File: src/rtl/en_count_pkg.sv
// en_count_pkg: shared constants for the enable-pulse generator
// Provides the default counter/period width used by the snake-game top level.
package en_count_pkg;
  localparam int EN_COUNT_WIDTH = 24;
endpackage

File: src/rtl/en_count.sv
// en_count: programmable clock-enable divider, one-cycle en strobe every max cycles (max 0 acts as 1)
// Ports: CLK1_50 system clock; RESET sync active-high; max period in cycles; en registered strobe.
module en_count
  import en_count_pkg::*;
#(
  parameter int WIDTH = EN_COUNT_WIDTH
) (
  input  logic             CLK1_50,
  input  logic             RESET,
  input  logic [WIDTH-1:0] max,
  output logic             en
);
  logic [WIDTH-1:0] r_cnt;
  logic [WIDTH-1:0] w_last;
  logic             w_wrap;
  // Terminal count P-1 in WIDTH bits; >= lets a shrunk max wrap on the very next edge.
  always_comb begin
    w_last = (max == '0) ? '0 : max - 1'b1;
    w_wrap = r_cnt >= w_last;
  end
  always_ff @(posedge CLK1_50) begin
    if (RESET) begin
      r_cnt <= '0;
      en    <= 1'b0;
    end else begin
      r_cnt <= w_wrap ? '0 : r_cnt + 1'b1;
      en    <= w_wrap;
    end
  end
`ifndef SYNTHESIS
  a_no_en_after_reset: assert property (@(posedge CLK1_50) RESET |=> !en);
  // After a counting edge the count never exceeds the terminal value in force at that edge.
  a_cnt_bounded: assert property (@(posedge CLK1_50) !RESET |=> r_cnt <= $past(w_last));
  a_single_pulse: assert property (@(posedge CLK1_50) (en && w_last != '0) |=> !en);
`endif
endmodule

File: config.mk
export PLATFORM = sky130hd
export DESIGN_NAME = en_count
export DESIGN_NICKNAME = d
export VERILOG_FILES = /design/src/rtl/en_count_pkg.sv /design/src/rtl/en_count.sv
export SDC_FILE = /design/constraint.sdc
export NUM_CORES = 1
export LEC_CHECK = 0
export ABC_AREA = 1
export BUFFER_PORTS_ARGS = -buffer_cell sky130_fd_sc_hd__buf_2
export CORE_MARGIN = 4
export CORE_UTILIZATION = 30
export CTS_BUF_LIST = sky130_fd_sc_hd__clkbuf_4
export CTS_CLUSTER_SIZE = 30
export DETAILED_ROUTE_END_ITERATION = 12
export SYNTH_ARGS = -nofsm -noshare
export SYNTH_HDL_FRONTEND = slang
export SYNTH_SLANG_ARGS = --single-unit
File: constraint.sdc
create_clock -name CLK1_50 -period 2.3 [get_ports CLK1_50]
set_clock_uncertainty 0.15 [all_clocks]
set_input_delay 0.23 -clock CLK1_50 [delete_from_list [all_inputs] [get_ports CLK1_50]]
set_output_delay 0.23 -clock CLK1_50 [all_outputs]
set_load 0.05 [all_outputs]
## Yosys cells after proc, flatten, opt, wreduce, memory -nomap -nowiden

Cells that the tools add are included.
Widths: inputs -> output; s select.

- Input bits: 26
- Output and inout port bits: 1
- Register bits: 25
- Word-level logic and storage cells: 8

- Order comparisons: 1
- Reduce and logical (&&, ||, !) cells: 2
- Muxes and demuxes: 1
- Add/subtract/negate cells: 2

Operators by type and width:

| operator | number |
|---|---|
| $add 24x1->24 const B | 1 |
| $ge 24x24->1 | 1 |
| $logic_not 24->1 | 1 |
| $mux 24 | 1 |
| $sub 24x1->24 const B | 1 |
| $reduce_or 2->1 | 1 |

## Logic depth before layout (Yosys ltp)

Gate-level depths: netlist of the first run.

- Depth in word-level cells: 4
- Depth in mapped cells: 19

## Worst setup path after synthesis of the first run

No wires, ideal clock.

- Path kind: input to register
- Start: in max[0]
- End: reg r_cnt[0]
- Buffers on the path: 1
- Arrival: 2.232 ns
- Setup time: 0.119 ns
- Stages on the path: 16
- Required time: 2.031 ns
- Slack: -0.201 ns
- Cell sequence: inv_1 -> ha_1 -> nand2_1 -> nor2_1 -> nand2_1 -> nor2_1 -> o211ai_1 -> ha_1 -> nand2_1 -> nor2_1 -> nand4_1 -> nor2_1 -> nand2_1 -> nand3_2 -> buf_2 -> nor2_1

- Word-level cells in the longest chain between the ends: 4
- Elaborated cells on any way between the ends: 5

RTL lines:

| what | RTL line | text |
|---|---|---|
| from (decl) | en_count.sv:10 | `input logic [WIDTH-1:0] max,` |
| $sub 24x1->24 / $logic_not 24->1 (equally long branches) | en_count.sv:18 | `w_last = (max == '0) ? '0 : max - 1'b1;` |
| $mux 24 * | en_count.sv:18 |  |
| $ge 24x24->1 * | en_count.sv:19 | `w_wrap = r_cnt >= w_last;` |
| $reduce_or 2->1 (no line) * | n/a |  |
| to (signal assigned) | en_count.sv:26 | `r_cnt <= w_wrap ? '0 : r_cnt + 1'b1;` |
| to (decl) | en_count.sv:13 | `logic [WIDTH-1:0] r_cnt;` |

Mark *: on every way between the ends. The rest lies on a longest branch, timed or not.
A chain may end at the register's enable or synchronous reset.

## Worst setup path after layout of the first run

- Start: in max[7]
- End: reg r_cnt[22]

The elaborated chain is that of the path after synthesis.

==> results.md, run 1 <==
GRT:
- The number of antenna violations at the first check in global routing is 0.
- Summed over all layers, the global routing overflow is 0.
- The overall routing resource usage is 14.37%.
- The number of global-route vias before repair is 2693.
- The global-route wire length before repair is 12080 um.
- Entering global routing, the biggest net connects 25 pins.

Yosys:
- Dividing the synthesized area by the synthesized cell count gives 6.144 um^2.
- The sequential area share after synthesis is 19.26%.
- When the netlist entered floorplanning its net count stood at 476.
- The count of cell types in the netlist is 29.
- The synthesized netlist occupies a cell area of 0.002599 mm^2.
- The total number of yosys warnings is 0.
- The register bit total from synthesis is 25.
- The share of Yosys cell area claimed by the top area cell type is 19.26%.
- The number of instances in the synthesized netlist is 423.
- Yosys attributes the largest share of cell area to sky130_fd_sc_hd__dfxtp_1 19%, sky130_fd_sc_hd__nand2_1 16%, sky130_fd_sc_hd__ha_1 13%.
- The synthesized design spends more area on one cell type than any other, namely sky130_fd_sc_hd__dfxtp_1.

STA:
- The tightest slew margin relative to the limit is 74.41%.
- The minimum clock period is 2.383 ns.
- Once routing completed, OpenROAD measured the worst setup slack at -0.08339 ns.
- The final hold violation count came to 0.
- The max-slew violation count is 0.
- For this run, the top clock speed supported by timing is 419.6 MHz.
- Dividing the final minimum period by the clock period gives 103.6%.
- Setup repair after global routing could not meet its margin everywhere.
- The slew at the pin closest to its max-slew limit is 0.3809 ns.
- Setup violations remaining at the end of the flow were counted as 24.

Cells and area:
- Relative to the synthesized area, the layout overhead comes to 48.39%.
- The multi-input gate area in the final layout is 0.002207 mm^2.
- The number of non-filler instances in the completed layout is 626.
- The number of antenna diodes in the final layout is 0.
- The footprint of the flip-flops and latches is 500.5 um^2.
- The summed area of non-filler cells in the final layout is 0.003856 mm^2.
- The layout cell share with drive strength beyond 1 is 35.51%.
- The layout filler cell count is 881.
- For this run, the post-layout net count is 575.

Min path:
- The origin of the worst min-delay path is r_cnt[0].
- The class of the tightest hold or removal check is flip-flop to flip-flop.

Die:
- The area of the core is 0.008341 mm^2.
- For this configuration, the core starts out at a cell density of 31.16%.
- The floorplan step set the die height to 101.1 um.
- The die covers 0.01022 mm^2.
- The initialized floorplan defines 33 standard-cell rows.
- The count of boundary I/O pins is 27.
- The die is 101.1 um wide.

Power:
- The cell internal power dissipation is 0.0006494 W.
- For this design the ratio of total power to cell area is 244.3 mW/mm^2.
- VDD sags by at most 0.1830 mV.
- The analysis attributes to net switching a power of 0.0002926 W.
- Combinational logic is responsible for 31.6% of the overall power.
- The part of the total power dissipated in the clock network is 21.2%.
- The analysis attributes to cell leakage a power of 1.778 nW.
- Net switching is 31.06% of the power.
- The fraction of power consumed by sequential logic is 47.3%.

Setup path:
- The kind of capture point of the worst setup path is a flip-flop.
- The arrival time reported for the critical path endpoint is 2.50 ns.
- The critical path starts at max[7].
- The type of origin of the critical path is a primary input.
- In this run the critical register-to-register path is launched from r_cnt[0].
- The endpoint identified for the worst register-to-register timing path is r_cnt[22].
- Counting cells, the worst reg-to-reg path comes to 12.
- For flop-to-flop paths, the worst setup slack is 0.26 ns.
- The data required time at the worst endpoint is 2.42 ns.
- The destination of the critical timing path is r_cnt[22].
- The critical path is of the primary input to flip-flop type.
- The maximum fanout count along the critical path is 12.

CTS:
- TritonCTS created 3 clock buffers.
- The clock insertion delay at the later pin of the skew report is 0.32 ns.
- After clock tree synthesis, the clock-pin slew on the worst setup and hold paths is 0.14 ns.
- Clock tree synthesis found a total of 25 sinks.
- The longest clock path from root to sink contains 2 buffers.
- The tree is rooted in a sky130_fd_sc_hd__clkbuf_4.
- In this run the number of H-tree levels came out at 1.
- TritonCTS built the clock tree.

Run status:
- The flow ran to the end, but the final reports show violations.
- The final reports fail on setup timing.

Routing:
- The first-pass iteration count of the detailed router is 4.
- The vias per cell is 4.657.
- In the routed design, unresolved DRC markers number 0.
- In this run, the number of DRC markers left after iteration 0 of detailed routing was 114.
- The final routed wire length divided by cell count is 12.17 um.
- The post-detailed-routing wire length is 7616 um.
- The total vias in the final route is 2915.
- The number of routed nets with antenna violations is 0.

Placement:
- Summing all placed instances gives a cell area of 0.003507 mm^2.
- The number of buffers inserted by port buffering is 26.
- Routability-driven placement finished with a final weighted congestion of 0.8506.
- Including well taps, the total number of placed cells is 617.
- The HPWL reported at the end of detailed placement is 6036 um.

Run:
- The number of max-cap violations is 0.
## placed cells by master, fill, tap and decap left out, drive strengths merged, types with 3 or more instances in the layout
cell type	count
nand2	112
buf	93
nor2	91
inv	57
nand3	30
ha	27
dfxtp	25
xor2	12
nor3	12
a21oi	10
nand4	9
xnor2	8
nand3b	6
or2	6
clkbuf	6
o21ai	5
o211ai	3
a21o	3
## kinds of logic after synthesis
kind of cell,after synthesis,share of synthesized area [%]
xor gates and xnor gates,20,6.741
buffers and inverters,61,9.196
DFF,25,19.26
and+or+nand+nor,267,46.51
AOI/OAI and AO/OA,23,5.296
adders and majority gates,27,13.00
## Yosys cell counts
master,count
sky130_fd_sc_hd__nor4_1,1
sky130_fd_sc_hd__a21oi_2,1
sky130_fd_sc_hd__inv_2,2
sky130_fd_sc_hd__nand3_1,24
sky130_fd_sc_hd__nand2_1,112
sky130_fd_sc_hd__nor2_2,3
sky130_fd_sc_hd__o21bai_1,1
sky130_fd_sc_hd__dfxtp_1,25
sky130_fd_sc_hd__buf_2,2
sky130_fd_sc_hd__or2_2,6
sky130_fd_sc_hd__nor3_2,1
sky130_fd_sc_hd__a21o_1,3
sky130_fd_sc_hd__xor2_1,12
sky130_fd_sc_hd__nor2_1,85
sky130_fd_sc_hd__nand4_1,8
sky130_fd_sc_hd__nor2_4,3
sky130_fd_sc_hd__o21ai_0,5
sky130_fd_sc_hd__a31oi_1,1
sky130_fd_sc_hd__nand3b_1,6
sky130_fd_sc_hd__nand4_4,1
sky130_fd_sc_hd__ha_1,27
sky130_fd_sc_hd__buf_6,1
sky130_fd_sc_hd__o211ai_1,3
sky130_fd_sc_hd__a21oi_1,9
sky130_fd_sc_hd__nor3_1,10
sky130_fd_sc_hd__nor3_4,1
sky130_fd_sc_hd__nand3_2,6
sky130_fd_sc_hd__inv_1,56
sky130_fd_sc_hd__xnor2_1,8
## flip-flops by register name (all words and copies together), names as in the netlist
register  count
en            1
r_cnt        24
## final cells by class
| cell class | count | share of cell area (%) |
|---|---|---|
| Clock buffer | 3 | 0.5840 |
| Clock inverter | 1 | 0.1298 |
| Inverter | 58 | 5.873 |
| Multi-Input combinational cell | 337 | 57.24 |
| Sequential cell | 25 | 12.98 |
| Tap cell | 105 | 3.407 |
| Timing Repair Buffer | 97 | 19.79 |
## worst max-delay path, stage by stage
cell	delay [ns]
sky130_fd_sc_hd__buf_2	0.13
sky130_fd_sc_hd__nor2_4	0.12
sky130_fd_sc_hd__nand2_2	0.11
sky130_fd_sc_hd__nor3_4	0.21
sky130_fd_sc_hd__nand4_4	0.17
sky130_fd_sc_hd__clkbuf_16	0.21
sky130_fd_sc_hd__nand3_1	0.13
sky130_fd_sc_hd__ha_4	0.23
sky130_fd_sc_hd__a21oi_2	0.12
sky130_fd_sc_hd__nor2_1	0.05
sky130_fd_sc_hd__nor2_1	0.10
sky130_fd_sc_hd__nand2_1	0.07
sky130_fd_sc_hd__a21oi_2	0.17
sky130_fd_sc_hd__nand3_4	0.15
sky130_fd_sc_hd__clkbuf_16	0.21
sky130_fd_sc_hd__nor2_1	0.08
## per-layer routing
| layer | vias to the layer above | track usage, % | part of all wire (%) |
|---|---|---|---|
| met1 | 1321 | 19.26 | 46 |
| li1 | 1540 | - | - |
| met5 | - | 0 | 0 |
| met4 | 0 | 1.022 | 0.53 |
| met3 | 6 | 2.353 | 4.6 |
| met2 | 48 | 25.15 | 49 |
## power groups by stage
stage	sequential, W	combinational, W	clock, W
floorplan	0.000452	0.000126	0
global route	0.000446	0.000333	0.000223
finish	0.000445	0.000297	0.000200
global placement	0.000454	0.000248	0
detailed placement	0.000454	0.000255	0
CTS	0.000445	0.000260	0.000207
## timing repair
item / 4_1_cts / 5_1_grt
hold buffers: 1 / 0
endpoints found under the hold margin: 1 / 0
resized for setup: 6 / 56
setup buffers: 1 / 0
gates cloned: 0 / 3
endpoints found under the setup margin: 24 / 25
pin swaps: 2 / 25
## stage by stage
stage                     power [W]  setup TNS [ns]  util [%]  hold slack (ns)  setup WS (ns)
after floorplan           0.0005778         -0.2501         -           0.1491       -0.01278
after global placement    0.0007019          -9.168     42.05           0.2737        -0.3803
after detailed placement  0.0007097          -9.706     42.05           0.2710        -0.4151
after CTS                 0.0009115               0     42.84           0.3823       0.003143
after global routing       0.001002          -5.482     46.23           0.4419        -0.2425
final                     0.0009420          -1.598     46.23           0.3996       -0.08339
## how the worst min path moves through the flow
stage / endpoint / slack (ns) / depth (start not counted)
2_1_floorplan: en / 0.15 / 1
4_1_cts: r_cnt[0] / 0.38 / 1
3_3_place_gp: en / 0.27 / 2
3_5_place_dp: en / 0.27 / 2
5_1_grt: r_cnt[0] / 0.44 / 1
6_report: r_cnt[0] / 0.40 / 1
Power figures use the tool's default switching activity.
==> run 2: changes to the inputs <==
Settings changed: REMOVE_ABC_BUFFERS set to 1.
==> run 2 against run 1 <==
Against the previous run:
- the run still ends with setup timing left
- worst setup slack better by 0.0070 ns
- critical endpoint is now r_cnt[0]
- highest routed layer unchanged
- sequential share of layout area decreased by 1.0 points
- global-route usage fell by 0.66 points
- flip-flop and latch count stayed put
==> results.md, run 2 (synthesis results as in run 1) <==
Setup path:
- The worst setup path category is primary input to flip-flop.
- The kind of capture point of the worst setup path is a flip-flop.
- The number of cells on the worst reg-to-reg path was 12 (unchanged).
- The arrival time reported for the critical path endpoint came to 2.50 ns (about the same).
- The maximum fanout count along the critical path was 6 (-6).
- The reg-to-reg setup timing slack came to 0.31 ns (+0.05 ns).
- The endpoint identified for the worst register-to-register timing path is r_cnt[0].
- The destination of the critical timing path is r_cnt[0].
- The data required time at the worst endpoint is 2.43 ns (about the same).
- The origin of the critical flop-to-flop path is r_cnt[0].
- The worst setup path is launched from a primary input.
- The startpoint of the most critical setup path is max[7].

Cells and area:
- The layout overhead on the synthesized area is 60.71%.
- The largest registers in the layout are r_cnt x24, en x1.
- The number of antenna cells inserted is 0 (unchanged).
- Leaving out fill and tap cells, the most frequent cell in the layout is sky130_fd_sc_hd__nand2_1.
- The layout filler cell count came to 794 (-9.9%).
- r_cnt holds more flip-flops than any other register.
- The flip-flop count of the largest register, all copies and words added is 24 (unchanged).
- In the layout the commonest cells are 88 x sky130_fd_sc_hd__nand2_1, 66 x sky130_fd_sc_hd__buf_4, 52 x sky130_fd_sc_hd__nor2_1.
- The layout net count is 580 (+0.87%).
- The layout cell share with drive strength beyond 1 is 42.21% (+6.7 points).

Run status:
- The run finished, with violations left.
- The final reports fail on setup timing.

Routing:
- The final routed wire length divided by cell count came to 12.53 um (+3.0%).
- The first-pass iteration count of the detailed router is 4 (unchanged).
- The post-detailed-routing wire length came to 7909 um (+3.8%).
- The number of design rule violations left after detail routing is 0 (unchanged).
- The number of routed nets with antenna violations is 0 (unchanged).
- The vias per cell is 4.696 (+0.84%).
- The total vias in the final route is 2963 (+1.6%).
- The number of DRC violations after detailed-routing iteration 0 was 156 (+37%).

STA:
- The tightest slew margin relative to the limit came to 76.79% (+2.4 points).
- The total negative slack for setup checks is -1.119 ns (+0.4789 ns).
- The total of endpoints with negative setup slack in the final report is 24 (unchanged).
- The slew at the pin closest to its max-slew limit is 0.3456 ns (-0.03539 ns).
- The timing-limited maximum frequency was 420.8 MHz (+0.29%).
- Setup repair after global routing could not meet its margin everywhere.
- The max-slew violation count is 0 (unchanged).
- The least setup slack across all paths after layout is -0.07644 ns (+0.006958 ns).
- The minimum clock period is 2.376 ns (-0.006958 ns).
- The final hold violation count is 0 (unchanged).
- The final period utilization is 103.3% (-0.30 points).

CTS:
- The level count of the clock H-tree was 1 (unchanged).
- The root cell of the clock tree is sky130_fd_sc_hd__clkbuf_4.
- TritonCTS built the clock tree.
- The buffer levels on the longest clock path is 2 (unchanged).
- The clock insertion delay at the later pin of the skew report was 0.33 ns (about the same).
- The clock buffer count from CTS was 3 (unchanged).
- The clock sink total is 25 (unchanged).
- The clock-pin slew reported for the worst setup and hold paths after clock tree synthesis was 0.13 ns (about the same).

GRT:
- The pin count of the biggest net entering global routing was 25 (unchanged).
- The number of antenna violations at the first check in global routing is 0 (unchanged).
- The number of global-route vias before repair is 2613 (-3.0%).
- The overall routing resource usage is 13.70% (-0.66 points).
- The global-route wire length before repair is 11590 um (-4.1%).
- The leftover overflow at the end of global routing is 0 (unchanged).

Die:
- The area enclosed by the die boundary is 0.01022 mm^2 (unchanged).
- The chip height is 101.1 um (unchanged).
- The area of the core came to 0.008341 mm^2 (unchanged).
- The total number of placement rows is 33 (unchanged).
- The die width is 101.1 um (unchanged).
- The count of boundary I/O pins is 27 (unchanged).
- The starting utilization of the core area is 31.16% (unchanged).

Run:
- The number of max-cap violations came to 0 (unchanged).

Power:
- The worst voltage drop across the vdd grid was 0.1872 mV (+2.3%).
- The total leakage power is 1.879 nW (+5.7%).
- The power per unit of standard cell area was 237.1 mW/mm^2 (-3.0%).
- The total power after layout is 0.0009901 W (+5.1%).

Placement:
- The routability-driven placement congestion ratio is 0.8866 (+4.2%).
- The HPWL reported at the end of detailed placement is 5706 um (-5.5%).
- The number of buffers inserted by port buffering is 26 (unchanged).

Min path:
- The class of the tightest hold or removal check is flip-flop to flip-flop.
-- run 2: cell count changes in the layout (fill, tap and decap cells not counted), sizes merged --
cell | previous run | this run
clkinvlp | 1 | 0
inv | 57 | 58
clkbuf | 6 | 7
buf | 93 | 97
-- run 2: final cells by class --
cell class	instances	area [um^2]	area share (%)
Multi-Input combinational cell	337	2394	57.31
Timing Repair Buffer	102	885.9	21.21
Sequential cell	25	500.5	11.98
Inverter	58	237.7	5.692
Tap cell	105	131.4	3.146
Clock buffer	3	22.52	0.5392
Clock inverter	1	5.005	0.1198
-- run 2: worst max-delay path, cell delays in order --
cell	delay (ns)
sky130_fd_sc_hd__buf_4	0.14
sky130_fd_sc_hd__nor2_4	0.14
sky130_fd_sc_hd__nand2_4	0.08
sky130_fd_sc_hd__nor3_4	0.21
sky130_fd_sc_hd__nand4_4	0.19
sky130_fd_sc_hd__buf_12	0.19
sky130_fd_sc_hd__o211ai_1	0.10
sky130_fd_sc_hd__ha_1	0.30
sky130_fd_sc_hd__nand2_4	0.10
sky130_fd_sc_hd__a21oi_2	0.04
sky130_fd_sc_hd__nor2_2	0.10
sky130_fd_sc_hd__nand2_2	0.09
sky130_fd_sc_hd__a21oi_4	0.16
sky130_fd_sc_hd__nand3_4	0.14
sky130_fd_sc_hd__clkbuf_16	0.21
sky130_fd_sc_hd__nor2_4	0.09
-- run 2: metal layers --
layer | part of all wire (%) | up-vias | track usage, %
li1 | - | 1556 | -
met5 | 0 | - | 0
met1 | 45 | 1343 | 18.99
met3 | 5.9 | 2 | 2.491
met2 | 49 | 62 | 22.74
met4 | 0.16 | 0 | 1.636
-- run 2: report_power, final --
| part | switching [W] | leakage, nW | total, W | internal, W |
|---|---|---|---|---|
| clock | 0.000138 | 0.0177 | 0.000203 | 0.0000653 |
| sequential | 0.00000794 | 0.202 | 0.000446 | 0.000438 |
| combinational | 0.000170 | 1.66 | 0.000341 | 0.000171 |
| total | 0.000315 | 1.88 | 0.000990 | 0.000675 |
-- run 2: through the flow --
step | std cells | utilization, % | setup WS [ns] | area [um^2] | hold slack (ns)
after floorplan | 420 | - | -0.2203 | 2577 | 0.1491
after global placement | 610 | 39.65 | -0.4792 | 3307 | 0.2621
after detailed placement | 610 | 39.65 | -0.4868 | 3307 | 0.2592
after CTS | 616 | 40.25 | 0.002614 | 3357 | 0.3841
after global routing | 631 | 50.08 | -0.1694 | 4177 | 0.4064
final | 631 | 50.08 | -0.07644 | 4177 | 0.3750
-- run 2: worst min path at each step --
stage                         from  endpoint  slack [ns]  cells past startpoint
final                     r_cnt[0]  r_cnt[0]        0.38                      1
after global routing      r_cnt[0]  r_cnt[0]        0.41                      1
after CTS                 r_cnt[0]  r_cnt[0]        0.38                      1
after floorplan              RESET        en        0.15                      1
after detailed placement     RESET        en        0.26                      2
after global placement       RESET        en        0.26                      2
-- run 2: repair_timing --
action / 4_1_cts / 5_1_grt
hold buffers: 1 / 0
pin swaps: 2 / 41
gates resized for setup: 4 / 164
hold endpoints to repair: 1 / 0
endpoints found under the setup margin: 24 / 25
setup buffers: 1 / 11
gates cloned: 0 / 4
